==> src/rtl/text_arb_pkg.sv <==
// Shared types and geometry for the text-buffer write arbiter.
// The optional TEXT_ARB_STATS_EN build adds grant/drop counters.
package text_arb_pkg;

   typedef enum logic [1:0] {
      IDLE      = 2'd0,
      GRANT_CPU = 2'd1,
      GRANT_DBG = 2'd2,
      LOCK_DBG  = 2'd3
   } arb_state_t;

   typedef enum logic {
      REQ_CPU = 1'b0,
      REQ_DBG = 1'b1
   } req_id_t;

   localparam int TEXT_COLS      = 80;
   localparam int TEXT_ROWS      = 60;
   localparam int TEXT_CELLS_DEF = TEXT_COLS * TEXT_ROWS;
   localparam int STAT_W         = 16;

endpackage

==> src/rtl/text_arb_stats.sv <==
// Saturating grant/drop counters for the text write arbiter.
// Only instantiated when TEXT_ARB_STATS_EN is defined.
module text_arb_stats
   import text_arb_pkg::*;
(
   input  logic              clk,
   input  logic              rst,
   input  logic              cpu_grant,
   input  logic              dbg_grant,
   input  logic              drop,
   output logic [STAT_W-1:0] cpu_grant_count,
   output logic [STAT_W-1:0] dbg_grant_count,
   output logic [STAT_W-1:0] drop_count
);

   always_ff @(posedge clk or posedge rst) begin
      if (rst) begin
         cpu_grant_count <= '0;
         dbg_grant_count <= '0;
         drop_count      <= '0;
      end else begin
         if (cpu_grant && cpu_grant_count != '1)
            cpu_grant_count <= cpu_grant_count + 1'b1;
         if (dbg_grant && dbg_grant_count != '1)
            dbg_grant_count <= dbg_grant_count + 1'b1;
         if (drop && drop_count != '1)
            drop_count <= drop_count + 1'b1;
      end
   end

endmodule

==> src/rtl/text_write_arbiter.sv <==
// Round-robin arbiter for the text controller write port with debug lock.
// Define TEXT_ARB_STATS_EN to add saturating grant/drop counters.
module text_write_arbiter
   import text_arb_pkg::*;
#(
   parameter int ADDR_W       = 13,
   parameter int DATA_W       = 32,
   parameter int TEXT_CELLS   = TEXT_CELLS_DEF,
   parameter int LOCK_TIMEOUT = 64
)
(
   input  logic              clk,
   input  logic              rst,
   input  logic              cpu_req,
   input  logic [ADDR_W-1:0] cpu_addr,
   input  logic [DATA_W-1:0] cpu_data,
   output logic              cpu_ack,
   input  logic              dbg_req,
   input  logic              dbg_lock,
   input  logic [ADDR_W-1:0] dbg_addr,
   input  logic [DATA_W-1:0] dbg_data,
   output logic              dbg_ack,
   output logic              out_write_en,
   output logic [ADDR_W-1:0] out_address,
   output logic [DATA_W-1:0] out_data,
   output logic              range_err
`ifdef TEXT_ARB_STATS_EN
   ,
   output logic [15:0]       cpu_grant_count,
   output logic [15:0]       dbg_grant_count,
   output logic [15:0]       drop_count
`endif
);

   localparam int TMO_W = $clog2(LOCK_TIMEOUT);
   localparam logic [TMO_W-1:0] TMO_LAST = TMO_W'(LOCK_TIMEOUT - 1);

   arb_state_t        state;
   req_id_t           last_grant;
   logic [TMO_W-1:0]  tmo_cnt;

   logic              take_cpu;
   logic              take_dbg;
   logic [ADDR_W-1:0] sel_addr;
   logic [DATA_W-1:0] sel_data;
   logic              sel_ok;

   // The CPU is ignored while the debug engine holds the lock.
   always_comb begin
      take_cpu = 1'b0;
      take_dbg = 1'b0;
      unique case (state)
         IDLE: begin
            take_cpu = cpu_req &&
                       (!dbg_req || last_grant == REQ_DBG);
            take_dbg = dbg_req && !take_cpu;
         end
         LOCK_DBG: take_dbg = dbg_req;
         default: ;
      endcase
      sel_addr = take_cpu ? cpu_addr : dbg_addr;
      sel_data = take_cpu ? cpu_data : dbg_data;
      sel_ok   = 32'(sel_addr) < TEXT_CELLS;
   end

   always_ff @(posedge clk or posedge rst) begin
      if (rst) begin
         state        <= IDLE;
         last_grant   <= REQ_DBG;
         tmo_cnt      <= '0;
         cpu_ack      <= 1'b0;
         dbg_ack      <= 1'b0;
         out_write_en <= 1'b0;
         out_address  <= '0;
         out_data     <= '0;
         range_err    <= 1'b0;
      end else begin
         cpu_ack      <= 1'b0;
         dbg_ack      <= 1'b0;
         out_write_en <= 1'b0;
         range_err    <= 1'b0;

         if (take_cpu || take_dbg) begin
            out_address  <= sel_addr;
            out_data     <= sel_data;
            out_write_en <= sel_ok;
            range_err    <= !sel_ok;
            cpu_ack      <= take_cpu;
            dbg_ack      <= take_dbg;
         end

         unique case (state)
            IDLE: begin
               tmo_cnt <= '0;
               if (take_cpu)
                  state <= GRANT_CPU;
               else if (take_dbg)
                  state <= GRANT_DBG;
            end
            GRANT_CPU: begin
               tmo_cnt    <= '0;
               last_grant <= REQ_CPU;
               state      <= IDLE;
            end
            GRANT_DBG: begin
               tmo_cnt    <= '0;
               last_grant <= REQ_DBG;
               state      <= dbg_lock ? LOCK_DBG : IDLE;
            end
            LOCK_DBG: begin
               if (take_dbg) begin
                  tmo_cnt <= '0;
                  state   <= GRANT_DBG;
               end else if (!dbg_lock) begin
                  tmo_cnt <= '0;
                  state   <= IDLE;
               end else if (tmo_cnt == TMO_LAST) begin
                  tmo_cnt    <= '0;
                  last_grant <= REQ_DBG;
                  state      <= IDLE;
               end else begin
                  tmo_cnt <= tmo_cnt + 1'b1;
               end
            end
            default: state <= IDLE;
         endcase
      end
   end

`ifdef TEXT_ARB_STATS_EN
   text_arb_stats u_stats (
      .clk             (clk),
      .rst             (rst),
      .cpu_grant       (cpu_ack),
      .dbg_grant       (dbg_ack),
      .drop            (range_err),
      .cpu_grant_count (cpu_grant_count),
      .dbg_grant_count (dbg_grant_count),
      .drop_count      (drop_count)
   );
`endif

endmodule

==> config.mk <==
export PLATFORM = sky130hd
export DESIGN_NAME = text_write_arbiter
export DESIGN_NICKNAME = d
export VERILOG_FILES = /design/src/rtl/text_arb_pkg.sv /design/src/rtl/text_arb_stats.sv /design/src/rtl/text_write_arbiter.sv
export SDC_FILE = /design/constraint.sdc
export NUM_CORES = 1
export LEC_CHECK = 0
export BUFFER_PORTS_ARGS = -buffer_cell sky130_fd_sc_hd__buf_2
export CAP_MARGIN = 20
export CORE_MARGIN = 5
export CORE_UTILIZATION = 48
export DETAILED_ROUTE_END_ITERATION = 10
export PLACE_DENSITY = 0.84
export SYNTH_ARGS = -nofsm -noshare
export SYNTH_HDL_FRONTEND = slang
export SYNTH_SLANG_ARGS = --single-unit
export TNS_END_PERCENT = 50
==> constraint.sdc <==
create_clock -name clk -period 3.8 [get_ports clk]
set_clock_uncertainty 0.2 [all_clocks]
set_input_delay 0.19 -clock clk [delete_from_list [all_inputs] [get_ports clk]]
set_output_delay 0.19 -clock clk [all_outputs]
set_load 0.01 [all_outputs]
==> metrics.md, run 1 <==
| Metric | Value |
|---|---|
| Status | `finished, final reports clean` |
| Fill cell instance count of the final layout | `252` |
| Hold slack | `0.06256 ns` |
| Unrepaired setup endpoints after global routing | `false` |
| Worst reg2reg path depth | `8` |
| Part of the cycle the worst path needs | `80.65%` |
| Pwr per Cell Area | `833.6 nW/um^2` |
| Diode insertion count for antenna repair | `0` |
| Most frequently used flop master after synthesis | `dfrtp_1` |
| Count of different cell masters after synthesis | `34` |
| Bufs on Longest Clock Path | `2` |
| Crit path required time | `3.86 ns` |
| R2R Path Start | `state[0]` |
| Synth warn | `0` |
| Fraction of layout instances using a drive strength above 1 | `30.35%` |
| CP endpoint kind | `flop` |
| Mean instance size in the synthesized netlist | `8.714 um^2` |
| Count of unresolved DRC violations after routing | `0` |
| Skew-Pair Late Insertion Delay | `0.33 ns` |
| Destination of the worst hold path | `range_err` |
| Count of state elements after synthesis | `58` |
| Layout Area Growth over Synthesis | `67.66%` |
| Via density per instance | `5.666` |
| Largest net degree at the start of global routing | `56` |
| H-tree level count | `3` |
| Relative slew margins | `44.34%` |
| Mapped Nets | `412` |
| Count of nets left with antenna violations after detail routing | `0` |
| Leak pwr | `2.277 nW` |
| WL/cell | `19.41 um` |
| Area share of the largest cell type after synthesis | `52.29%` |
| Proportion of synthesized chip area in sequential cells | `53.26%` |
| Final Net Count | `642` |
| Cell with the largest stage delay on the worst path | `inv_2` |
| Std-Cell Core Area | `5507 um^2` |
| Via total after detailed routing | `3507` |
| Most common cell after layout, fill and taps aside | `buf_2` |
| Die outline area | `7290 um^2` |
| PortBufs | `143` |
| Number of placed I/O pins | `144` |
| Area occupied by multi-input gates | `1119 um^2` |
| Initial antenna violation count | `0` |
| CTS clk-pin slew, worst paths | `0.07 ns` |
| Max-slew violation total from the final report | `0` |
| Number of clock sinks | `58` |
| Most frequent cells in the layout | `buf_2, nand2_1, dlygate4sd3_1, dfrtp_1, nor2_1` |
| Worst IR drop on VDD | `647.0 uV` |
| Number of hold buffers added after CTS | `92` |
| Wire length of the first global-routing pass | `18870 um` |
| Measured slew at the worst slew-check pin | `0.8338 ns` |
| Min-Delay Path Class | `primary input to flop` |
| Syn Inst Count | `313` |
| Hold Violations, Final | `0` |
| Vias in the first global route | `3598` |
| Ordered cell list for the critical path | `inv_1 > ha_1 > a21boi_2 > o21ai_4 > inv_2 > nand2_1 > a31oi_1 > dlygate4sd3_1` |
| Post-layout minimum cycle time | `3.065 ns` |
| Clock tree from TritonCTS | `yes` |
| Async set or reset register ratio after synthesis | `100.0%` |
| Synth area leader | `dfrtp_1` |
| Netlist area before placement | `2728 um^2` |
| Non-filler cells in the finished layout | `619` |
| Fin util | `83.05%` |
| Initial core utilization | `49.53%` |
| Register-to-register setup slack | `0.74 ns` |
| Top cells by area in the synthesized netlist | `dfrtp_1, nand2_1, a31oi_1` |
| Number of buffers created by CTS | `9` |
| Worst Path Max Fanout | `47` |
| Global-route usage over all layers | `33.20%` |
| Peak Freq | `0.3263 GHz` |
| Hold path startpoint | `cpu_addr[10]` |
| DRC violation total after the first TritonRoute iteration | `395` |
| Die Y-Extent | `85.38 um` |
| Critical path class | `flop to flop` |
| HPWL after detailed placement | `5750 um` |
| Setup TNS Final | `0 ns` |
| Number of search-and-repair iterations in the first detailed-routing pass | `6` |
| Cell chosen for the clock root | `clkbuf_8` |
| Number of max-capacitance violations reported | `0` |
| Std cell rows | `27` |
| Number of cells after detailed placement | `512` |
| End of the worst register-to-register path | `out_address[10]` |
| Footprint of the flip-flops and latches | `1453 um^2` |
| Critical path startpoint category | `flop` |
| Count of final setup violators | `0` |
| Number of synthesized flops with an enable pin | `0` |
| CP Data Arrival Time | `3.13 ns` |
| Last weighted congestion value of the routability-driven placer | `0.8648` |
| Post-CTS sizing | `0` |
| Routed Wire Length | `12020 um` |
| Worst Hold Path Cells | `3` |
| Largest incremental delay on the critical path | `0.61 ns` |
| Horizontal die dimension | `85.38 um` |
| Remaining global-route overflow | `0` |
| Count of buffers added by post-CTS timing repair for setup | `0` |
[flip-flops by register name, indices dropped and copies added, names as in the netlist]
signal,count
cpu_ack,1
dbg_ack,1
last_grant,1
out_address,13
out_data,32
out_write_en,1
range_err,1
state,2
tmo_cnt,6
[per-stage QoR]
stage	area (um^2)	total power, W	worst slack (ns)
2_1_floorplan	2728	0.001939	1.984
3_3_place_gp	3433	0.002327	1.599
5_1_grt	4573	0.004006	0.6126
3_5_place_dp	3433	0.002380	1.522
6_report	4573	0.003812	0.7352
4_1_cts	4573	0.003579	0.9579
[per-layer routing]
metal	wire, um	part of all wire (%)	GRT usage [%]
met5	0	0	0
met4	671	5.6	17.70
met3	1213	10	8.932
met2	5935	49	57.34
met1	4197	35	37.13
[critical path, delay by kind of cell, from the launching register on]
family                     cells  cell delay (ns)
buffers and inverters          3             1.33
AOI/OAI and AO/OA              3             0.58
DFF                            1             0.39
adders and majority gates      1             0.30
and+or+nand+nor                1             0.21
[cell families after synthesis]
group / count (synthesis) / share of synthesized area [%]
xor+xnor: 4 / 1.285
compound gates: 61 / 14.82
buf+inv: 27 / 6.009
fa+ha+maj: 4 / 1.835
simple gates: 159 / 22.80
flops: 58 / 53.26
[cells in the mapped netlist (2+ instances only)]
| cell | count |
|---|---|
| clkbuf_1 | 2 |
| o31ai_1 | 2 |
| inv_1 | 6 |
| buf_4 | 6 |
| and2_1 | 2 |
| ha_1 | 4 |
| xnor2_1 | 3 |
| a21oi_1 | 3 |
| buf_6 | 4 |
| buf_2 | 8 |
| nand2_1 | 93 |
| nand3_1 | 2 |
| dfrtp_1 | 57 |
| a31oi_1 | 45 |
| nor2_1 | 55 |
| nor2b_1 | 3 |
[how the worst max path moves through the flow]
stage | startpoint | end | slack, ns | cells after the start
floorplan | rst | cpu_ack | 1.98 | 1
global route | state[0] | out_address[10] | 0.61 | 8
finish | state[0] | out_address[10] | 0.74 | 8
detailed placement | state[0] | out_address[2] | 1.52 | 7
global placement | state[0] | out_data[6] | 1.60 | 7
CTS | state[0] | out_address[2] | 0.96 | 8
[area by class of cell]
| cell class | instances | area share, % |
|---|---|---|
| clock inverter | 2 | 1.313 |
| inverter | 7 | 0.5746 |
| tap | 72 | 1.970 |
| clock buffer | 13 | 3.475 |
| sequential | 58 | 31.76 |
| timing repair buffer | 239 | 36.44 |
| multi-input combinational | 228 | 24.46 |
[report_power, final]
part	internal [W]	total, W	switching (W)
clock network	0.000403	0.000645	0.000242
logic	0.00102	0.00207	0.00105
registers	0.000915	0.00110	0.000181
(Power assumes the default switching activity.)
==> run 2, diff against run 1 <==
- CORE_UTILIZATION: 48 -> 41
- PLACE_DENSITY: 0.84 -> 0.76
- clock period: 3.8 -> 2.55 ns (I/O delays scaled with it)
==> run 2 against run 1 <==
Final area increased by 1.4%. Register-to-register slack got worse by 0.61 ns. Via count fell by 10%. Critical path depth is 1 higher. Sequential power is 45% higher. Cell count rose by 2.1%. Sequential cell count stayed put. Global-route usage down 11 points. Non-clock buffer count up 6. Utilization decreased by 11 points. Critical path type unchanged. Largest power group unchanged. Highest routed layer unchanged.
==> metrics.md, run 2 (synthesis results as in run 1) <==
| Metric | Value |
|---|---|
| Via density per instance | `4.970 (-12%)` |
| Ordered cell list for the critical path | `inv_1 > ha_2 > nor2b_2 > o21ai_4 > inv_2 > buf_8 > nand2_1 > a31oi_1 > dlygate4sd3_1` |
| Remaining global-route overflow | `0 (unchanged)` |
| CP Data Arrival Time | `2.48 ns (-0.65 ns)` |
| Skew-Pair Late Insertion Delay | `0.32 ns (about the same)` |
| Cell with the largest stage delay on the worst path | `dlygate4sd3_1` |
| Largest incremental delay on the critical path | `0.57 ns (-0.04 ns)` |
| Setup TNS Final | `0 ns (unchanged)` |
| Std cell rows | `29 (+7.4%)` |
| Worst IR drop on VDD | `584.9 uV (-9.6%)` |
| Part of the cycle the worst path needs | `95.10% (+14 points)` |
| Global-route usage over all layers | `22.56% (-11 points)` |
| Placement Cell Area | `3477 um^2 (+1.3%)` |
| Cell chosen for the clock root | `clkbuf_8` |
| Max reg flops | `32 (unchanged)` |
| Wire length of the first global-routing pass | `15190 um (-19%)` |
| Number of search-and-repair iterations in the first detailed-routing pass | `4 (-2)` |
| Destination of the worst hold path | `state[0]` |
| Biggest regs | `out_data (32), out_address (13), tmo_cnt (6)` |
| Status | `finished, final reports clean` |
| R2R Path Start | `state[0]` |
| Count of buffers added by post-CTS timing repair for setup | `0 (unchanged)` |
| Via total after detailed routing | `3141 (-10%)` |
| Die outline area | `8384 um^2 (+15%)` |
| Number of max-capacitance violations reported | `0 (unchanged)` |
| Post-layout instance area | `4637 um^2 (+1.4%)` |
| Routed Wire Length | `9355 um (-22%)` |
| Layout Area Growth over Synthesis | `70.00%` |
| Count of nets left with antenna violations after detail routing | `0 (unchanged)` |
| Number of placed I/O pins | `144 (unchanged)` |
| Count of final setup violators | `0 (unchanged)` |
| Initial core utilization | `42.47% (-7.1 points)` |
| Min-Delay Path Class | `primary input to flop` |
| Most frequent cells in the layout | `buf_2, nand2_1, dlygate4sd3_1, dfrtp_1, nor2_1` |
| Top reg by flops | `out_data` |
| Most common cell after layout, fill and taps aside | `buf_2` |
| Worst Path Max Fanout | `20 (-57%)` |
| Critical path startpoint category | `flop` |
| Largest net degree at the start of global routing | `41 (-27%)` |
| Initial antenna violation count | `0 (unchanged)` |
| Crit path required time | `2.61 ns (-1.25 ns)` |
| CTS clk-pin slew, worst paths | `0.06 ns (about the same)` |
| Number of clock sinks | `58 (unchanged)` |
| Number of buffers created by CTS | `9 (unchanged)` |
| WL/cell | `14.80 um (-24%)` |
| Category of cells accounting for the largest share of critical-path delay | `buffers and inverters` |
| Relative slew margins | `74.82% (+30 points)` |
| PortBufs | `143 (unchanged)` |
| Hold slack | `0.04498 ns (-0.01759 ns)` |
| H-tree level count | `3 (unchanged)` |
| CP endpoint kind | `flop` |
| Unrepaired setup endpoints after global routing | `true` |
| Horizontal die dimension | `91.57 um (+7.2%)` |
| Bufs on Longest Clock Path | `2 (unchanged)` |
| Hold path startpoint | `dbg_lock` |
| Register-to-register setup slack | `0.12 ns (-0.61 ns)` |
| Critical path class | `flop to flop` |
| Pwr per Cell Area | `1145 nW/um^2 (+37%)` |
| Hold Violations, Final | `0 (unchanged)` |
| Leak pwr | `2.302 nW (+1.1%)` |
| Fraction of layout instances using a drive strength above 1 | `31.23% (+0.88 points)` |
| End of the worst register-to-register path | `out_address[0]` |
| Max-slew violation total from the final report | `0 (unchanged)` |
| Worst Hold Path Cells | `4 (+1)` |
| Count of unresolved DRC violations after routing | `0 (unchanged)` |
| Worst reg2reg path depth | `9 (+1)` |
| Final Net Count | `648 (+0.93%)` |
| Measured slew at the worst slew-check pin | `0.3746 ns (-0.4592 ns)` |
| Vias in the first global route | `3236 (-10%)` |
| Post-layout minimum cycle time | `2.425 ns (-0.6397 ns)` |
| Std-Cell Core Area | `6422 um^2 (+17%)` |
| Clock tree from TritonCTS | `yes` |
| Last weighted congestion value of the routability-driven placer | `0.8499 (-1.7%)` |
| Peak Freq | `0.4124 GHz (+26%)` |
| DRC violation total after the first TritonRoute iteration | `98 (-75%)` |
| WP buf/inv | `4 (+1)` |
| Die Y-Extent | `91.57 um (+7.2%)` |
| HPWL after detailed placement | `5778 um (+0.48%)` |
-- run 2: cell types whose count changed in the layout (fill, tap and decap cells not counted), sizes merged --
cell / previous run / this run
dlygate4sd3: 92 / 93
diode: 0 / 1
clkbuf: 13 / 14
bufinv: 2 / 1
clkinv: 0 / 1
buf: 147 / 152
-- run 2: metrics by stage --
stage | cells | power, W | setup WS [ns] | utilization [%]
2_1_floorplan | 313 | 0.002889 | 0.7962 | -
3_3_place_gp | 522 | 0.003518 | 0.6126 | 54.14
3_5_place_dp | 522 | 0.003592 | 0.5331 | 54.14
4_1_cts | 631 | 0.005239 | 0.02650 | 71.71
5_1_grt | 631 | 0.005709 | 0.0008440 | 72.16
6_report | 632 | 0.005310 | 0.1249 | 72.20
-- run 2: how the worst max path moves through the flow --
stage	depth (start not counted)	end	from	slack (ns)
6_report	9	out_address[0]	state[0]	0.12
5_1_grt	7	out_address[11]	state[1]	0.0008
4_1_cts	9	out_data[8]	state[0]	0.03
3_5_place_dp	8	out_data[14]	state[0]	0.53
3_3_place_gp	8	out_data[10]	state[0]	0.61
2_1_floorplan	1	cpu_ack	rst	0.80
-- run 2: what timing repair did --
action	CTS	global route
resized for setup	0	8
hold endpoints to repair	104	0
hold buffers	93	0
setup endpoints to repair	0	42
-- run 2: tightest hold or removal path: stages --
cell and delay, ns:
buf_2 0.12, nand2_1 0.06, o21ai_0 0.08, o2bb2ai_1 0.13
-- run 2: final cells by class --
cell class	instances	area, um^2
multi-input combinational	228	1124
timing repair buffer	245	1738
tap	77	96.34
antenna	1	2.502
inverter	7	26.28
sequential	58	1453
fill	482	1785
clock inverter	2	35.03
clock buffer	14	162.7
-- run 2: power by group --
group,total (W),switching (W),leakage [nW],internal (W)
Combinational,0.00288,0.00134,1.51,0.00155
Clock,0.000838,0.000333,0.101,0.000505
Sequential,0.00159,0.000228,0.691,0.00136
-- run 2: routing by layer --
layer	track usage, %	routed length (um)	vias up
li1	-	-	1520
met1	26.00	3707	1469
met2	39.14	4747	125
met3	5.289	608	27
met4	11.18	291	0
met5	0	0	-
==> run 3, diff against run 2 <==
- CORE_MARGIN: 5 -> default
==> run 3 against run 2 <==
Worst setup slack improved by 0.26 ns. Sequential cell count unchanged. Via count is 2.1% higher. First-iteration DRC count increased by 130%. Final area grew 0.22%. Clock power is 25% higher. Worst hold slack lost 0.0021 ns. Combinational power decreased by 26%. Critical path depth shrank 2. Cell count decreased by 0.63%. Global-route usage is 5.4 points higher. Largest power group unchanged. Highest routed layer unchanged.
==> metrics.md, run 3 (synthesis results as in run 1) <==
| Metric | Value |
|---|---|
| Status | `finished, final reports clean` |
| Std-Cell Core Area | `6386 um^2 (-0.57%)` |
| Count of final setup violators | `0 (unchanged)` |
| HPWL after detailed placement | `5091 um (-12%)` |
| Clock tree from TritonCTS | `yes` |
| Number of placed I/O pins | `144 (unchanged)` |
| R2R Path Start | `state[0]` |
| Pwr per Cell Area | `1027 nW/um^2 (-10%)` |
| Max reg flops | `32 (unchanged)` |
| Final Net Count | `645 (-0.46%)` |
| Worst Path Max Fanout | `46 (+130%)` |
| Global-route usage over all layers | `27.95% (+5.4 points)` |
| Critical path startpoint category | `flop` |
| Fraction of layout instances using a drive strength above 1 | `31.22% (about the same)` |
| Initial antenna violation count | `0 (unchanged)` |
| Number of max-capacitance violations reported | `0 (unchanged)` |
| CP Data Arrival Time | `2.21 ns (-0.27 ns)` |
| Category of cells accounting for the largest share of critical-path delay | `compound AO/OA/AOI/OAI gates` |
| End of the worst register-to-register path | `out_address[7]` |
| Bufs on Longest Clock Path | `2 (unchanged)` |
| CP endpoint | `out_address[7]` |
| Initial core utilization | `42.71% (+0.24 points)` |
| Relative slew margins | `47.76% (-27 points)` |
| Max-slew violation total from the final report | `0 (unchanged)` |
| Count of cell instances traversed by the critical path | `7 (-2)` |
| Routed Wire Length | `9472 um (+1.3%)` |
| Fin util | `72.77% (+0.57 points)` |
| Number of search-and-repair iterations in the first detailed-routing pass | `7 (+3)` |
| Via density per instance | `5.108 (+2.8%)` |
| Remaining global-route overflow | `0 (unchanged)` |
| Unrepaired setup endpoints after global routing | `false` |
| Fill cell instance count of the final layout | `439 (-8.9%)` |
| Std cell rows | `29 (unchanged)` |
| Skew-Pair Late Insertion Delay | `0.33 ns (about the same)` |
| Die outline area | `6983 um^2 (-17%)` |
| Top reg by flops | `out_data` |
| Crit path launch | `state[0]` |
| Ordered cell list for the critical path | `inv_1 > ha_1 > a21boi_2 > o21ai_4 > buf_4 > nand2_1 > a31oi_1` |
| Measured slew at the worst slew-check pin | `0.7825 ns (+0.4079 ns)` |
| PortBufs | `143 (unchanged)` |
| Post-layout minimum cycle time | `2.168 ns (-0.2570 ns)` |
| Count of buffers added by post-CTS timing repair for setup | `0 (unchanged)` |
| Number of hold buffers added after CTS | `92 (-1.1%)` |
| Diode insertion count for antenna repair | `0 (-1)` |
| Most common cell after layout, fill and taps aside | `buf_2` |
| Cell chosen for the clock root | `clkbuf_8` |
| Footprint of the flip-flops and latches | `1453 um^2 (unchanged)` |
| Hold slack | `0.04290 ns (-0.002074 ns)` |
| Last weighted congestion value of the routability-driven placer | `0.8679 (+2.1%)` |
| Hold Violations, Final | `0 (unchanged)` |
| Worst reg2reg path depth | `7 (-2)` |
| WP buf/inv | `2 (-2)` |
| Number of clock sinks | `58 (unchanged)` |
| Placement Cell Area | `3475 um^2 (about the same)` |
| Area occupied by multi-input gates | `1119 um^2 (-0.45%)` |
| Min-Delay Path Class | `primary input to flop` |
| DRC violation total after the first TritonRoute iteration | `223 (+130%)` |
| Number of buffers created by CTS | `9 (unchanged)` |
| Count of nets left with antenna violations after detail routing | `0 (unchanged)` |
| Peak Freq | `0.4612 GHz (+12%)` |
| Biggest regs | `out_data (32), out_address (13), tmo_cnt (6)` |
| Post-layout instance area | `4647 um^2 (+0.22%)` |
| Wire length of the first global-routing pass | `15330 um (+0.91%)` |
| Leak pwr | `2.320 nW (+0.77%)` |
| Die Y-Extent | `83.57 um (-8.7%)` |
| H-tree level count | `3 (unchanged)` |
| Largest incremental delay on the critical path | `0.44 ns (-0.13 ns)` |
| Register-to-register setup slack | `0.38 ns (+0.26 ns)` |
| Critical path class | `flop to flop` |
| Post-CTS sizing | `0 (unchanged)` |
| Via total after detailed routing | `3208 (+2.1%)` |
| Most frequent cells in the layout | `buf_2, nand2_1, dlygate4sd3_1, dfrtp_1, nor2_1` |
| Count of unresolved DRC violations after routing | `0 (unchanged)` |
| Part of the cycle the worst path needs | `85.02% (-10 points)` |
| Non-filler cells in the finished layout | `628 (-0.63%)` |
| Vias in the first global route | `3272 (+1.1%)` |
| Worst IR drop on VDD | `695.7 uV (+19%)` |
| Setup TNS Final | `0 ns (unchanged)` |
| WL/cell | `15.08 um (+1.9%)` |
| Cell with the largest stage delay on the worst path | `buf_4` |
| Number of cells after detailed placement | `520 (-0.38%)` |
| CP endpoint kind | `flop` |
| Horizontal die dimension | `83.57 um (-8.7%)` |
| Crit path required time | `2.59 ns (-0.02 ns)` |
| Layout Area Growth over Synthesis | `70.37%` |
| Largest net degree at the start of global routing | `50 (+22%)` |
| CTS clk-pin slew, worst paths | `0.07 ns (about the same)` |
## run 3: layout make-up
type,instances,area share [%]
timing repair buffer,242,36.62
sequential,58,31.26
clock buffer,11,3.258
inverter,7,0.5654
multi-input combinational,228,24.07
tap,77,2.073
clock inverter,5,2.154
## run 3: tightest hold or removal path, stage by stage
cell	delay, ns
buf_2	0.13
nand2_1	0.05
o21ai_0	0.08
o2bb2ai_1	0.13
## run 3: through the flow
step                total power, W  setup WS (ns)
floorplan                 0.002889         0.7962
global placement          0.003499         0.4864
finish                    0.004774         0.3819
detailed placement        0.003556         0.4284
CTS                       0.004737         0.4206
global route              0.005117         0.2274
## run 3: where the power goes
part	total, W	internal [W]	leakage (nW)	switching (W)
clock network	0.00105	0.000699	0.129	0.000352
logic	0.00213	0.000904	1.50	0.00122
registers	0.00160	0.00136	0.691	0.000232
## run 3: worst min path at each step
| stage | from | end | slack, ns | cells after the start |
|---|---|---|---|---|
| 3_3_place_gp | rst | out_address[2] | 0.12 | 2 |
| 2_1_floorplan | dbg_data[7] | out_data[7] | 0.08 | 2 |
| 4_1_cts | dbg_lock | last_grant | 0.02 | 4 |
| 5_1_grt | dbg_lock | state[0] | 0.05 | 4 |
| 3_5_place_dp | rst | out_address[2] | 0.13 | 2 |
| 6_report | dbg_lock | state[0] | 0.04 | 4 |
## run 3: per-layer routing
metal	track usage (%)	up-vias	share of wire [%]
li1	-	1514	-
met1	36.03	1483	40
met2	43.61	168	48
met3	5.539	43	7.4
met4	16.64	0	4.6
met5	0	-	0
